## src/rtl/wb_port_scheduler_pkg.sv

```systemverilog
// Shared constants and helpers for the uDLX register-file write-back scheduler.
// Defaults match the uDLX register bank geometry.
package wb_port_scheduler_pkg;

    localparam int DEF_DATA_WIDTH    = 32;
    localparam int DEF_ADDRESS_WIDTH = 5;
    localparam int R0_INDEX          = 0;

    // Circular successor of idx in a ring of n entries.
    function automatic int wrap_inc(input int idx, input int n);
        return (idx + 1 >= n) ? 0 : idx + 1;
    endfunction

endpackage

```

## src/rtl/wb_port_scheduler_if.sv

```systemverilog
// Write-back request bus and register-file write ports of the scheduler.
// master = producers/pipeline side, slave = scheduler side.
interface wb_port_scheduler_if
    import wb_port_scheduler_pkg::*;
#(
    parameter int NUM_REQ       = 4,
    parameter int DATA_WIDTH    = DEF_DATA_WIDTH,
    parameter int ADDRESS_WIDTH = DEF_ADDRESS_WIDTH
);

    logic                               hold;
    logic [NUM_REQ-1:0]                 req_valid;
    logic [NUM_REQ*ADDRESS_WIDTH-1:0]   req_addr;
    logic [NUM_REQ*DATA_WIDTH-1:0]      req_data;
    logic [NUM_REQ-1:0]                 req_ready;
    logic                               pending;

    logic                               reg_a_wr_en;
    logic [ADDRESS_WIDTH-1:0]           reg_a_wr_addr;
    logic [DATA_WIDTH-1:0]              reg_a_wr_data;
    logic                               reg_b_wr_en;
    logic [ADDRESS_WIDTH-1:0]           reg_b_wr_addr;
    logic [DATA_WIDTH-1:0]              reg_b_wr_data;

    modport master (
        output hold, req_valid, req_addr, req_data,
        input  req_ready, pending,
        input  reg_a_wr_en, reg_a_wr_addr, reg_a_wr_data,
        input  reg_b_wr_en, reg_b_wr_addr, reg_b_wr_data
    );

    modport slave (
        input  hold, req_valid, req_addr, req_data,
        output req_ready, pending,
        output reg_a_wr_en, reg_a_wr_addr, reg_a_wr_data,
        output reg_b_wr_en, reg_b_wr_addr, reg_b_wr_data
    );

endinterface

```

## src/rtl/wb_rr_picker.sv

```systemverilog
// Circular priority picker: first set bit of mask at or after start, wrapping.
// Purely combinational; used for both the round-robin and the urgent (start=0) passes.
module wb_rr_picker #(
    parameter  int N     = 4,
    localparam int IDX_W = $clog2(N)
) (
    input  logic [N-1:0]     mask,
    input  logic [IDX_W-1:0] start,
    output logic             found,
    output logic [IDX_W-1:0] idx
);

    always_comb begin : scan
        int pos;
        // NOTE: every always_comb output gets a default before any branch; a path
        // that leaves one unassigned would infer a latch.
        found = 1'b0;
        idx   = '0;
        pos   = 0;
        for (int k = 0; k < N; k++) begin
            pos = int'(start) + k;
            if (pos >= N) pos = pos - N;
            if (!found && mask[pos]) begin
                found = 1'b1;
                idx   = IDX_W'(pos);
            end
        end
    end

endmodule

```

## src/rtl/wb_port_scheduler.sv

```systemverilog
// Dual-port write-back scheduler for the uDLX register file: round-robin with aging,
// never two writes to one address per cycle, registered outputs into register_bank.
module wb_port_scheduler
    import wb_port_scheduler_pkg::*;
#(
    parameter int NUM_REQ       = 4,
    parameter int DATA_WIDTH    = DEF_DATA_WIDTH,
    parameter int ADDRESS_WIDTH = DEF_ADDRESS_WIDTH,
    parameter int MAX_WAIT      = 7,
    parameter bit R0_DISCARD    = 1'b1
) (
    input logic                clk,
    input logic                rst_n,
    wb_port_scheduler_if.slave bus
);

    localparam int IDX_W  = $clog2(NUM_REQ);
    localparam int WAIT_W = $clog2(MAX_WAIT + 1);
    localparam logic [WAIT_W-1:0] WAIT_SAT = WAIT_W'(MAX_WAIT);

    logic [ADDRESS_WIDTH-1:0] addr_arr [NUM_REQ];
    logic [DATA_WIDTH-1:0]    data_arr [NUM_REQ];
    logic [NUM_REQ-1:0]       drop, cand, urgent, mask_b, urgent_b, ready;

    logic [IDX_W-1:0]         rr_ptr_q, rr_ptr_d;
    logic [WAIT_W-1:0]        wait_q [NUM_REQ];
    logic [WAIT_W-1:0]        wait_d [NUM_REQ];

    logic                     a_en_q, a_en_d, b_en_q, b_en_d;
    logic [ADDRESS_WIDTH-1:0] a_addr_q, a_addr_d, b_addr_q, b_addr_d;
    logic [DATA_WIDTH-1:0]    a_data_q, a_data_d, b_data_q, b_data_d;

    logic                     urg_a_found, rr_a_found, urg_b_found, rr_b_found;
    logic [IDX_W-1:0]         urg_a_idx, rr_a_idx, urg_b_idx, rr_b_idx;
    logic                     a_found, b_found;
    logic [IDX_W-1:0]         a_idx, b_idx, last_idx;
    logic [ADDRESS_WIDTH-1:0] a_sel_addr;

    // R0 drops are acknowledged without ever competing for a port.
    always_comb begin
        for (int i = 0; i < NUM_REQ; i++) begin
            addr_arr[i] = bus.req_addr[i*ADDRESS_WIDTH +: ADDRESS_WIDTH];
            data_arr[i] = bus.req_data[i*DATA_WIDTH +: DATA_WIDTH];
            drop[i]     = R0_DISCARD && bus.req_valid[i]
                          && (addr_arr[i] == ADDRESS_WIDTH'(R0_INDEX));
            cand[i]     = bus.req_valid[i] && !drop[i];
            urgent[i]   = cand[i] && (wait_q[i] == WAIT_SAT);
        end
    end

    wb_rr_picker #(.N(NUM_REQ)) u_pick_a_urg (
        .mask (urgent), .start ('0), .found (urg_a_found), .idx (urg_a_idx)
    );

    wb_rr_picker #(.N(NUM_REQ)) u_pick_a_rr (
        .mask (cand), .start (rr_ptr_q), .found (rr_a_found), .idx (rr_a_idx)
    );

    assign a_found    = urg_a_found | rr_a_found;
    assign a_idx      = urg_a_found ? urg_a_idx : rr_a_idx;
    assign a_sel_addr = addr_arr[a_idx];

    // Port B excludes A's winner and everything targeting A's address.
    always_comb begin
        for (int i = 0; i < NUM_REQ; i++) begin
            mask_b[i]   = a_found && cand[i] && (a_idx != IDX_W'(i))
                          && (addr_arr[i] != a_sel_addr);
            urgent_b[i] = mask_b[i] && urgent[i];
        end
    end

    wb_rr_picker #(.N(NUM_REQ)) u_pick_b_urg (
        .mask (urgent_b), .start ('0), .found (urg_b_found), .idx (urg_b_idx)
    );

    wb_rr_picker #(.N(NUM_REQ)) u_pick_b_rr (
        .mask (mask_b), .start (rr_ptr_q), .found (rr_b_found), .idx (rr_b_idx)
    );

    assign b_found  = urg_b_found | rr_b_found;
    assign b_idx    = urg_b_found ? urg_b_idx : rr_b_idx;
    assign last_idx = b_found ? b_idx : a_idx;

    always_comb begin
        for (int i = 0; i < NUM_REQ; i++) begin
            ready[i] = rst_n && !bus.hold
                       && (drop[i]
                           || (a_found && (a_idx == IDX_W'(i)))
                           || (b_found && (b_idx == IDX_W'(i))));
        end
    end

    assign bus.req_ready = ready;
    assign bus.pending   = |(bus.req_valid & ~ready);

    // Unused ports keep their last addr/data so the register file sees no toggling.
    always_comb begin
        a_en_d   = 1'b0;
        a_addr_d = a_addr_q;
        a_data_d = a_data_q;
        b_en_d   = 1'b0;
        b_addr_d = b_addr_q;
        b_data_d = b_data_q;
        rr_ptr_d = rr_ptr_q;
        if (!bus.hold && a_found) begin
            a_en_d   = 1'b1;
            a_addr_d = a_sel_addr;
            a_data_d = data_arr[a_idx];
            rr_ptr_d = IDX_W'(wrap_inc(int'(last_idx), NUM_REQ));
        end
        if (!bus.hold && b_found) begin
            b_en_d   = 1'b1;
            b_addr_d = addr_arr[b_idx];
            b_data_d = data_arr[b_idx];
        end
    end

    always_comb begin
        for (int i = 0; i < NUM_REQ; i++) begin
            wait_d[i] = wait_q[i];
            if (!bus.hold) begin
                if (bus.req_valid[i] && !ready[i]) begin
                    wait_d[i] = (wait_q[i] == WAIT_SAT) ? wait_q[i] : wait_q[i] + 1'b1;
                end else begin
                    wait_d[i] = '0;
                end
            end
        end
    end

    // NOTE: state registers use non-blocking assignments so every flop samples
    // pre-edge values regardless of process ordering.
    always_ff @(posedge clk or negedge rst_n) begin
        if (!rst_n) begin
            rr_ptr_q <= '0;
            a_en_q   <= 1'b0;
            a_addr_q <= '0;
            a_data_q <= '0;
            b_en_q   <= 1'b0;
            b_addr_q <= '0;
            b_data_q <= '0;
            // NOTE: the counter array is small and its reset value is architectural,
            // so every entry is cleared rather than left as an unreset memory.
            for (int i = 0; i < NUM_REQ; i++) wait_q[i] <= '0;
        end else begin
            rr_ptr_q <= rr_ptr_d;
            a_en_q   <= a_en_d;
            a_addr_q <= a_addr_d;
            a_data_q <= a_data_d;
            b_en_q   <= b_en_d;
            b_addr_q <= b_addr_d;
            b_data_q <= b_data_d;
            for (int i = 0; i < NUM_REQ; i++) wait_q[i] <= wait_d[i];
        end
    end

    assign bus.reg_a_wr_en   = a_en_q;
    assign bus.reg_a_wr_addr = a_addr_q;
    assign bus.reg_a_wr_data = a_data_q;
    assign bus.reg_b_wr_en   = b_en_q;
    assign bus.reg_b_wr_addr = b_addr_q;
    assign bus.reg_b_wr_data = b_data_q;

endmodule
```

## src/flat_wrapper.sv

```systemverilog
// flat-port wrapper written by rule: the top's interface ports become plain ports
module wb_port_scheduler_flat import wb_port_scheduler_pkg::*;
#(
    parameter int NUM_REQ       = 4,
    parameter int DATA_WIDTH    = DEF_DATA_WIDTH,
    parameter int ADDRESS_WIDTH = DEF_ADDRESS_WIDTH,
    parameter int MAX_WAIT      = 7,
    parameter bit R0_DISCARD    = 1'b1
)
  (clk, rst_n, bus_hold, bus_req_valid, bus_req_addr, bus_req_data, bus_req_ready, bus_pending, bus_reg_a_wr_en, bus_reg_a_wr_addr, bus_reg_a_wr_data, bus_reg_b_wr_en, bus_reg_b_wr_addr, bus_reg_b_wr_data);
  wb_port_scheduler_if #(.NUM_REQ(NUM_REQ), .DATA_WIDTH(DATA_WIDTH), .ADDRESS_WIDTH(ADDRESS_WIDTH)) bus_i ();
  input logic clk;
  input logic rst_n;
  input wire logic [$bits(bus_i.hold)-1:0] bus_hold;
  input wire logic [$bits(bus_i.req_valid)-1:0] bus_req_valid;
  input wire logic [$bits(bus_i.req_addr)-1:0] bus_req_addr;
  input wire logic [$bits(bus_i.req_data)-1:0] bus_req_data;
  output wire logic [$bits(bus_i.req_ready)-1:0] bus_req_ready;
  output wire logic [$bits(bus_i.pending)-1:0] bus_pending;
  output wire logic [$bits(bus_i.reg_a_wr_en)-1:0] bus_reg_a_wr_en;
  output wire logic [$bits(bus_i.reg_a_wr_addr)-1:0] bus_reg_a_wr_addr;
  output wire logic [$bits(bus_i.reg_a_wr_data)-1:0] bus_reg_a_wr_data;
  output wire logic [$bits(bus_i.reg_b_wr_en)-1:0] bus_reg_b_wr_en;
  output wire logic [$bits(bus_i.reg_b_wr_addr)-1:0] bus_reg_b_wr_addr;
  output wire logic [$bits(bus_i.reg_b_wr_data)-1:0] bus_reg_b_wr_data;
  assign bus_i.hold = bus_hold;
  assign bus_i.req_valid = bus_req_valid;
  assign bus_i.req_addr = bus_req_addr;
  assign bus_i.req_data = bus_req_data;
  assign bus_req_ready = bus_i.req_ready;
  assign bus_pending = bus_i.pending;
  assign bus_reg_a_wr_en = bus_i.reg_a_wr_en;
  assign bus_reg_a_wr_addr = bus_i.reg_a_wr_addr;
  assign bus_reg_a_wr_data = bus_i.reg_a_wr_data;
  assign bus_reg_b_wr_en = bus_i.reg_b_wr_en;
  assign bus_reg_b_wr_addr = bus_i.reg_b_wr_addr;
  assign bus_reg_b_wr_data = bus_i.reg_b_wr_data;
  wb_port_scheduler #(.NUM_REQ(NUM_REQ), .DATA_WIDTH(DATA_WIDTH), .ADDRESS_WIDTH(ADDRESS_WIDTH), .MAX_WAIT(MAX_WAIT), .R0_DISCARD(R0_DISCARD)) u_core (.clk(clk), .rst_n(rst_n), .bus(bus_i));
endmodule
```

## config.mk

```make
export PLATFORM = sky130hd
export DESIGN_NAME = wb_port_scheduler_flat
export DESIGN_NICKNAME = d
export VERILOG_FILES = /design/src/rtl/wb_port_scheduler_pkg.sv /design/src/rtl/wb_port_scheduler_if.sv /design/src/rtl/wb_rr_picker.sv /design/src/rtl/wb_port_scheduler.sv /design/src/flat_wrapper.sv
export SDC_FILE = /design/constraint.sdc
export NUM_CORES = 1
export LEC_CHECK = 0
export BUFFER_PORTS_ARGS = -buffer_cell sky130_fd_sc_hd__clkbuf_2
export CORE_UTILIZATION = 40
export CTS_CLUSTER_SIZE = 30
export DETAILED_ROUTE_END_ITERATION = 6
export GPL_TIMING_DRIVEN = 1
export MAX_ROUTING_LAYER = met4
export PLACE_DENSITY = 0.66
export SETUP_SLACK_MARGIN = 0.1
export SLEW_MARGIN = 20
export SYNTH_ARGS = -nofsm -noshare
export SYNTH_HDL_FRONTEND = slang
export SYNTH_SLANG_ARGS = --single-unit
export TNS_END_PERCENT = 10
```

## constraint.sdc

```tcl
create_clock -name clk -period 8.23 [get_ports clk]
set_clock_uncertainty 0.1 [all_clocks]
set_input_delay 1.646 -clock clk [delete_from_list [all_inputs] [get_ports clk]]
set_output_delay 1.646 -clock clk [all_outputs]
set_load 0.02 [all_outputs]
```

==> results of run 1 <==
cells by family (layout without fill, tap and decap cells):
group	count (synthesis)	after routing	share of synthesized area, %
xor+xnor	24	24	2.93
flops	90	90	31.4
mux	86	86	12.0
buf+inv	99	285	6.55
compound gates	220	220	22.1
simple gates	405	405	23.6
fa+ha+maj	8	8	1.39
layout make-up:
class                   count  area [µm²]
multi-input cells         743        4500
repair buffers            254        1350
inverters                  15        56.3
fillers                  1776        8700
clock buffers              11         243
flip-flops and latches     90        2250
well taps                 225         282
clock inverters             5        37.5
worst min-delay path: cells and delay by family, from the launching register on:
kind	cells	cell delay (ns)
flip-flops	1	0.34
AND/OR/NAND/NOR	2	0.10
sequential cells by signal, summed over array words and instances, names as in the netlist:
register,count
u_core.bus.reg_a_wr_data,32
u_core.bus.reg_a_wr_addr,5
u_core.bus.reg_b_wr_data,32
u_core.rr_ptr_q,2
u_core.bus.reg_b_wr_en,1
u_core.bus.reg_b_wr_addr,5
u_core.bus.reg_a_wr_en,1
u_core.wait_q,12
synth_stat cells (7+ instances only):
cell type,instances,area (µm²)
o21ai_0,79,395
buf_6,9,101
a22oi_1,7,52.6
mux2i_1,84,841
inv_1,12,45.0
nor3_1,8,40.0
clkbuf_1,46,173
and2_1,9,56.3
xor2_1,8,70.1
dfrtp_1,90,2250
a21oi_1,14,70.1
nand3_1,41,205
buf_1,8,30.0
nand2_1,184,691
buf_2,19,95.1
xnor2_1,16,140
a31oi_1,8,50.1
o221ai_1,41,359
nor2_1,135,507
ha_1,8,100
routing by layer:
metal	share of wire [%]	up-vias	wire [µm]
li1	-	3643	-
met4	1.6	0	396
met1	45	3651	10800
met3	6.1	24	1470
met2	48	263	11500
met5	0	-	0
worst max path at each step:
stage                           startpoint          end  slack, ns  depth (start not counted)
after floorplan           bus_req_addr[16]  bus_pending       0.90                         17
after global placement    bus_req_addr[16]  bus_pending       0.56                         15
after detailed placement  bus_req_addr[16]  bus_pending       0.44                         15
after CTS                 bus_req_addr[16]  bus_pending       0.40                         15
after global routing      bus_req_addr[16]  bus_pending       0.13                         16
final                     bus_req_addr[16]  bus_pending       0.40                         15
report_power, final:
part / internal (mW) / switching [mW]
sequential: 0.634 / 0.126
clock: 0.215 / 0.189
combinational: 0.697 / 1.19
stage by stage:
step           std cells  total power, mW  instance area [µm²]  setup slack, ns
4_1_cts             1343             3.08                 8720            0.404
2_1_floorplan        932             2.10                 7180            0.900
3_3_place_gp        1327             2.65                 8440            0.560
3_5_place_dp        1327             2.66                 8440            0.436
5_1_grt             1343             3.28                 8720            0.128
6_report            1343             3.05                 8720            0.401
==> results by group, run 1 <==
Run status
  – Outcome: finished clean

STA
  – Worst hold slack: 0.376 ns
  – RSZ-0062 raised after global routing: false
  – Final-report setup violation count: 0
  – Slew @ Worst Pin: 0.988 ns
  – Fin. max-slew vios: 0
  – Setup TNS: 0 ns
  – Endpoints failing hold: 0
  – Max_slew headroom: 34.2%
  – Crit share post-route: 95.1%
  – Period minus WS final: 7.83 ns
  – Fmax: 128 MHz

CTS
  – Num CTS Buffers: 9
  – Root buf cell: clkbuf_16
  – CTS Buffer Depth: 2
  – Postcts setup bufs: 0
  – Hold buffer count at cts: 0
  – CTS tree: yes
  – Clk Latency, worst-skew pair: 0.35 ns
  – CTS H-tree depth: 3
  – CTS resizes: 0
  – Clk sink count: 90
  – Clock transition at the registers of the reported paths: 0.07 ns

Routing
  – Remaining DRCs: 0
  – Remaining antenna violation count after routing: 0
  – DR WL/cell: 18.0 µm
  – Routed WL: 24200 µm
  – Via density: 5.64
  – DRT iter0 DRCs: 492
  – Vias: 7581
  – TritonRoute pass-1 iters: 5

Worst setup path
  – CP endpoint kind: output pin
  – Reg2Reg Depth: 17
  – Setup crit start kind: input port
  – CP peak stage delay: 0.68 ns
  – Critical Path AT: 6.08 ns
  – Reg2reg end: u_core.bus.reg_b_wr_data[18]
  – Worst reg2reg setup slack: 2.89 ns
  – Family with the most delay on the worst path: simple AND/OR/NAND/NOR gates
  – Slowest CP cell: or4_1
  – CP max FO: 10
  – WP buf/inv: 3
  – Crit-path cells: clkbuf_2 > or4_1 > o21a_1 > mux2i_1 > a221o_4 > or4_1 > a22o_1 > o31ai_4 > inv_2 > o221ai_1 > nand2_1 > nor4_2 > a31o_2 > nand4b_1 > clkbuf_2
  – Critical Path RT: 6.48 ns
  – Critical setup path kind: in2out
  – Reg2reg start: u_core.wait_q[9]

Hold path
  – Hold path start: u_core.bus.reg_a_wr_addr[4]
  – Worst hold path type: reg2reg
  – Worst hold path depth: 2
  – Worst Hold Path EP: u_core.bus.reg_a_wr_addr[4]

Placement
  – GP Congestion: 0.948
  – I/O Buffers: 235
  – Post-DP HPWL: 17400 µm

Synthesis
  – Post-synthesis cell type count: 73
  – Synthesized area per cell: 7.70 µm²
  – Predominant post-synthesis flop cell: dfrtp_1
  – Post-synthesis sequential area ratio: 31.4%
  – Yosys Warn Count: 0
  – Post-Syn Area: 7180 µm²
  – Synthesized Nets: 1095
  – EDFF count, synth: 0
  – Yosys reg bits: 90
  – Async S/R FF share, synth: 100%
  – Post-Synthesis Cells: 932

GRT
  – Global-route usage over all layers: 27.8%
  – Initial antenna violation count: 0
  – First-pass GRT wire length: 38600 µm
  – Largest net degree at the start of global routing: 72
  – Met3 Use GR: 5.18%
  – Vias in the first global route: 7373
  – GR Overflow Total: 0
  – GR Util met1: 35.9%
  – Most Used Layer, Global Route: met2
  – Global Route met2 Usage: 44.0%

Pwr
  – Power Dens Cells: 350 nW/µm²
  – Peak VDD IR: 0.188 mV
  – P_leak: 4.24 nW

Floorplanning
  – Total die area: 18500 µm²
  – Initial Util: 41.2%
  – Core area: 17400 µm²
  – Ports: 236
  – Chip Height: 136 µm
  – Row count: 48
  – Die Span X: 136 µm

Layout
  – Final core occ: 50.1%
  – Ant diodes: 0
  – Final net count: 1276
  – Layout cell share with drive strength beyond 1: 27.0%
  – Area grow syn2layout: 21.4%
  – Commonest non-fill, non-tap cell in the layout: clkbuf_2
  – Most frequent cells in the layout: clkbuf_2 (234), nand2_1 (184), nor2_1 (135)

Job
  – Maximum capacitance violations: 0
No activity file was read; power rests on OpenSTA's default activity.
==> run 2, diff against run 1 <==
RECOVER_POWER = 25   (was unset)
==> run 2 against run 1 <==
First-iteration DRC count rose by 18%. Fmax about the same. Critical path type unchanged. The flow now finishes with violations (max-capacitance violations, max-slew violations). Worst setup slack got worse by 0.0043 ns. Combinational power barely moved. Routed wire length about the same. Sequential power barely moved. Via count is 0.73% higher. Final area fell by 0.67%. Critical path depth is the same. Sequential share of layout area increased by 0.18 points.
==> results by group, run 2 (synthesized netlist as in run 1, its figures left out) <==
Run status
  – Outcome: finished, violations left
  – Violated checks: max-capacitance violations, max-slew violations

CTS
  – CTS H-tree depth: 3
  – Num CTS Buffers: 9
  – Hold buffer count at cts: 0
  – Clk Latency, worst-skew pair: 0.35 ns
  – CTS tree: yes
  – CTS Buffer Depth: 2
  – Clock transition at the registers of the reported paths: 0.07 ns
  – Clk sink count: 90
  – Postcts setup bufs: 0
  – CTS resizes: 0
  – Root buf cell: clkbuf_16

Worst setup path
  – Critical setup path kind: in2out
  – Crit-path cells: clkbuf_2 > or4_1 > o21a_1 > mux2i_1 > a221o_4 > or4_1 > a22o_1 > o31ai_4 > inv_2 > o221ai_1 > nand2_1 > nor4_2 > a31o_2 > nand4b_1 > clkbuf_2
  – CP max FO: 10
  – Worst reg2reg setup slack: 2.90 ns
  – Setup crit start kind: input port
  – Reg2reg start: u_core.wait_q[9]
  – Slowest CP cell: or4_1
  – Critical Path AT: 6.09 ns
  – Worst Setup SP: bus_req_addr[16]
  – CP endpoint kind: output pin
  – CP peak stage delay: 0.68 ns
  – Critical Path RT: 6.48 ns
  – WP buf/inv: 3
  – Family with the most delay on the worst path: simple AND/OR/NAND/NOR gates

Pwr
  – Pint: 1.52 mW
  – P_leak: 4.11 nW
  – Switching part of the total: 49.8%
  – Sequential share of power: 25.0%
  – Pwr Total: 3.03 mW
  – Power Dens Cells: 350 nW/µm²
  – Clock share of power: 13.3%
  – Net Sw Power: 1.51 mW
  – Combinational Power Share: 61.6%
  – Peak VDD IR: 0.187 mV

Floorplanning
  – Ports: 236
  – Chip Height: 136 µm
  – Die Span X: 136 µm
  – Row count: 48
  – Total die area: 18500 µm²
  – Initial Util: 41.2%
  – Core area: 17400 µm²

Routing
  – DRT iter0 DRCs: 579
  – Remaining antenna violation count after routing: 0
  – TritonRoute pass-1 iters: 5
  – Via density: 5.69
  – Vias: 7636
  – Remaining DRCs: 0
  – Routed WL: 24200 µm
  – DR WL/cell: 18.0 µm

Placement
  – GP Congestion: 0.948
  – Post-DP HPWL: 17400 µm
  – Dpl cells: 1327
  – Placed inst area: 8440 µm²
  – I/O Buffers: 235

Layout
  – Fill count: 1789
  – Final core occ: 49.7%
  – Final net count: 1276
  – Ant diodes: 0
  – Area grow syn2layout: 20.6%
  – Most frequent cells in the layout: clkbuf_2 (190), nand2_1 (184), nor2_1 (135)
  – Non-filler cells, final: 1343
  – Layout cell share with drive strength beyond 1: 23.0%
  – Commonest non-fill, non-tap cell in the layout: clkbuf_2
  – Post-route cell area: 8660 µm²

GRT
  – First-pass GRT wire length: 38600 µm
  – GR Overflow Total: 0
  – Initial antenna violation count: 0
  – Vias in the first global route: 7373
  – Largest net degree at the start of global routing: 72
  – Global-route usage over all layers: 27.8%

STA
  – Max_slew headroom: -2.32%
  – Setup TNS: 0 ns
  – Fmax: 128 MHz
  – Endpoints failing hold: 0
  – Fin. max-slew vios: 29
  – Period minus WS final: 7.83 ns
  – Final-report setup violation count: 0
  – Slew @ Worst Pin: 1.53 ns
  – Crit share post-route: 95.2%
  – RSZ-0062 raised after global routing: false

Hold path
  – Worst hold path type: reg2reg
  – Hold path start: u_core.bus.reg_a_wr_addr[4]

Job
  – Maximum capacitance violations: 1
[run 2: cell types whose count changed in the layout (fill, tap and decap cells not counted)]
| cell | before | now |
|---|---|---|
| buf_4 | 18 | 17 |
| clkbuf_1 | 1 | 46 |
| clkbuf_2 | 234 | 190 |
[run 2: layer usage]
metal / global-route usage [%] / wire length [µm]
met1: 35.9 / 10800
met2: 44.0 / 11400
met3: 5.18 / 1520
met4: 8.33 / 437
met5: - / 0
[run 2: area by class of cell]
cell class / instances / area, µm² / share of cell area [%]
flip-flops and latches: 90 / 2250 / 26.0
clock inverters: 5 / 37.5 / 0.433
well taps: 225 / 282 / 3.25
clock buffers: 11 / 243 / 2.80
repair buffers: 254 / 1290 / 14.9
multi-input cells: 743 / 4500 / 52.0
inverters: 15 / 56.3 / 0.650
[run 2: final timing paths]
check / cells after the start / to
setup / recovery: 15 / bus_pending
hold / removal: 2 / u_core.bus.reg_a_wr_addr[4]
setup reg to reg: 17 / u_core.bus.reg_b_wr_data[25]
hold reg to reg: 2 / u_core.bus.reg_a_wr_addr[4]
max in group asynchronous: 2 / u_core.bus.reg_b_wr_addr[2]
min in group asynchronous: 1 / u_core.bus.reg_a_wr_data[28]
[run 2: per-stage QoR]
stage | setup WS [ns] | hold slack [ns]
finish | 0.396 | 0.375
global route | 0.127 | 0.401
CTS | 0.404 | 0.380
detailed placement | 0.436 | 0.363
global placement | 0.560 | 0.360
floorplan | 0.900 | 0.370
[run 2: power by group through the flow]
stage	logic (mW)	registers [mW]	clock network [mW]
global route	2.05	0.784	0.430
CTS	1.90	0.760	0.415
global placement	1.88	0.761	0
finish	1.87	0.759	0.404
floorplan	1.16	0.948	0
detailed placement	1.90	0.760	0
[run 2: worst reg2reg max path, stage by stage (launching register included)]
cell and delay [ns]:
dfrtp_1 0.40, ha_1 0.17, ha_1 0.25, nand2_1 0.10, a21oi_1 0.40, a221oi_1 0.17, buf_4 0.19, a221oi_4 0.49
mux2i_1 0.40, xor2_1 0.12, o221a_2 0.16, a221oi_2 0.45, o21ai_1 0.18, o21ai_2 0.21, a21o_4 0.68, buf_12 0.34
mux2i_1 0.25, o221ai_1 0.13
==> run 3, diff against run 2 <==
CAP_MARGIN = 30   (was unset)
CTS_BUF_LIST = sky130_fd_sc_hd__clkbuf_4 sky130_fd_sc_hd__clkbuf_8   (was unset)
REMOVE_ABC_BUFFERS = 1   (was unset)
==> run 3 against run 2 <==
The flow still finishes with violations (max-capacitance violations, max-slew violations). Global-route usage down 0.74 points. Critical path depth up 1. Final cell count up 0.60%. Routed wire length down 1.1%. Critical path type unchanged.
==> results by group, run 3 (synthesized netlist as in run 1, its figures left out) <==
Layout
  – Area grow syn2layout: 21.3%
  – Post-route cell area: 8710 µm²
  – Commonest non-fill, non-tap cell in the layout: clkbuf_2
  – Ant diodes: 0
  – Most frequent cells in the layout: clkbuf_2 (233), nand2_1 (184), nor2_1 (135)
  – Non-filler cells, final: 1351
  – Final net count: 1284
  – Layout cell share with drive strength beyond 1: 27.4%
  – Final core occ: 50.0%

Routing
  – Remaining antenna violation count after routing: 0
  – Via density: 5.63
  – TritonRoute pass-1 iters: 5
  – DR WL/cell: 17.7 µm
  – Remaining DRCs: 0
  – DRT iter0 DRCs: 494
  – Routed WL: 24000 µm
  – Vias: 7608

GRT
  – GR Overflow Total: 0
  – Vias in the first global route: 7124
  – Largest net degree at the start of global routing: 73
  – Initial antenna violation count: 0
  – First-pass GRT wire length: 37600 µm
  – Global-route usage over all layers: 27.0%

Placement
  – I/O Buffers: 235
  – Dpl cells: 1335
  – GP Congestion: 0.900
  – Placed inst area: 8490 µm²
  – Placement Setup Slack: 0.366 ns
  – Post-DP HPWL: 17100 µm

CTS
  – CTS resizes: 0
  – Num CTS Buffers: 9
  – CTS Buffer Depth: 2
  – Clk sink count: 90
  – Postcts setup bufs: 0
  – CTS H-tree depth: 3
  – Clk Latency, worst-skew pair: 0.39 ns
  – Root buf cell: clkbuf_8
  – Hold buffer count at cts: 0
  – CTS tree: yes
  – Clock transition at the registers of the reported paths: 0.10 ns

STA
  – RSZ-0062 raised after global routing: false
  – Setup TNS: 0 ns
  – Fin. max-slew vios: 99
  – Worst hold slack: 0.388 ns
  – Final-report setup violation count: 0
  – Max_slew headroom: -117%
  – Fmax: 126 MHz
  – Final Worst Setup Slack: 0.307 ns
  – Period minus WS final: 7.92 ns
  – Slew @ Worst Pin: 3.25 ns
  – Endpoints failing hold: 0
  – Crit share post-route: 96.3%

Floorplanning
  – Row count: 48
  – Core area: 17400 µm²
  – Chip Height: 136 µm
  – Total die area: 18500 µm²
  – Die Span X: 136 µm
  – Ports: 236
  – Initial Util: 41.2%

Hold path
  – Hold path start: u_core.bus.reg_a_wr_addr[2]
  – Worst hold path type: reg2reg

Worst setup path
  – Reg2reg start: u_core.wait_q[9]
  – CP endpoint kind: output pin
  – Critical Path AT: 6.18 ns
  – CP max FO: 14
  – Worst Setup SP: bus_req_addr[16]
  – Critical setup path kind: in2out
  – Critical Path RT: 6.48 ns
  – Setup crit start kind: input port

Pwr
  – P_leak: 4.26 nW
  – Peak VDD IR: 0.152 mV
  – Pwr Total: 3.01 mW
  – Power Dens Cells: 346 nW/µm²

Run status
  – Violated checks: max-capacitance violations, max-slew violations
  – Outcome: finished, violations left

Job
  – Maximum capacitance violations: 2
run 3: cell count changes in the layout (fill, tap and decap cells not counted), sizes merged:
cell,before,now
clkinvlp,2,0
clkinv,2,3
bufinv,0,2
buf,19,26
inv,16,17
clkbuf,246,245
run 3: report_power, final:
part           switching (mW)  total (mW)  internal, mW
Combinational            1.19        1.89         0.703
Clock                   0.191       0.366         0.175
Sequential              0.119       0.751         0.632
Total                    1.50        3.01          1.51
run 3: layout make-up:
cell class,instances,area [µm²]
Timing Repair Buffer,262,1390
Inverter,15,56.3
Sequential cell,90,2250
Fill cell,1763,8710
Clock buffer,9,124
Multi-Input combinational cell,743,4500
Clock inverter,7,98.8
Tap cell,225,282
run 3: worst paths after layout:
path                                                      to  cells after the start  slack, ns
worst min-delay path             u_core.bus.reg_a_wr_addr[2]                      2       0.39
worst min register to register   u_core.bus.reg_a_wr_addr[2]                      2       0.39
worst max-delay path                             bus_pending                     16       0.31
max in group asynchronous       u_core.bus.reg_b_wr_data[11]                      2       2.49
min in group asynchronous       u_core.bus.reg_a_wr_data[27]                      1       2.22
worst max register to register  u_core.bus.reg_b_wr_data[26]                     18       2.84
run 3: critical path, cell delays in order:
cell and delay [ns]:
clkbuf_2 0.19, or4_1 0.69, o211ai_2 0.19, o311ai_1 0.11, buf_4 0.17, a221o_4 0.52
or4_1 0.55, a22o_1 0.23, o31ai_4 0.33, inv_2 0.13, o221ai_1 0.32, nand2_1 0.16
nor4_2 0.43, a31o_2 0.22, nand4b_1 0.10, clkbuf_2 0.17
run 3: layer usage:
| layer | wire length [µm] | up-vias | GRT usage (%) |
|---|---|---|---|
| li1 | - | 3667 | - |
| met1 | 10800 | 3590 | 34.9 |
| met2 | 11100 | 311 | 43.4 |
| met3 | 1590 | 40 | 3.58 |
| met4 | 568 | 0 | 9.44 |
| met5 | 0 | - | - |
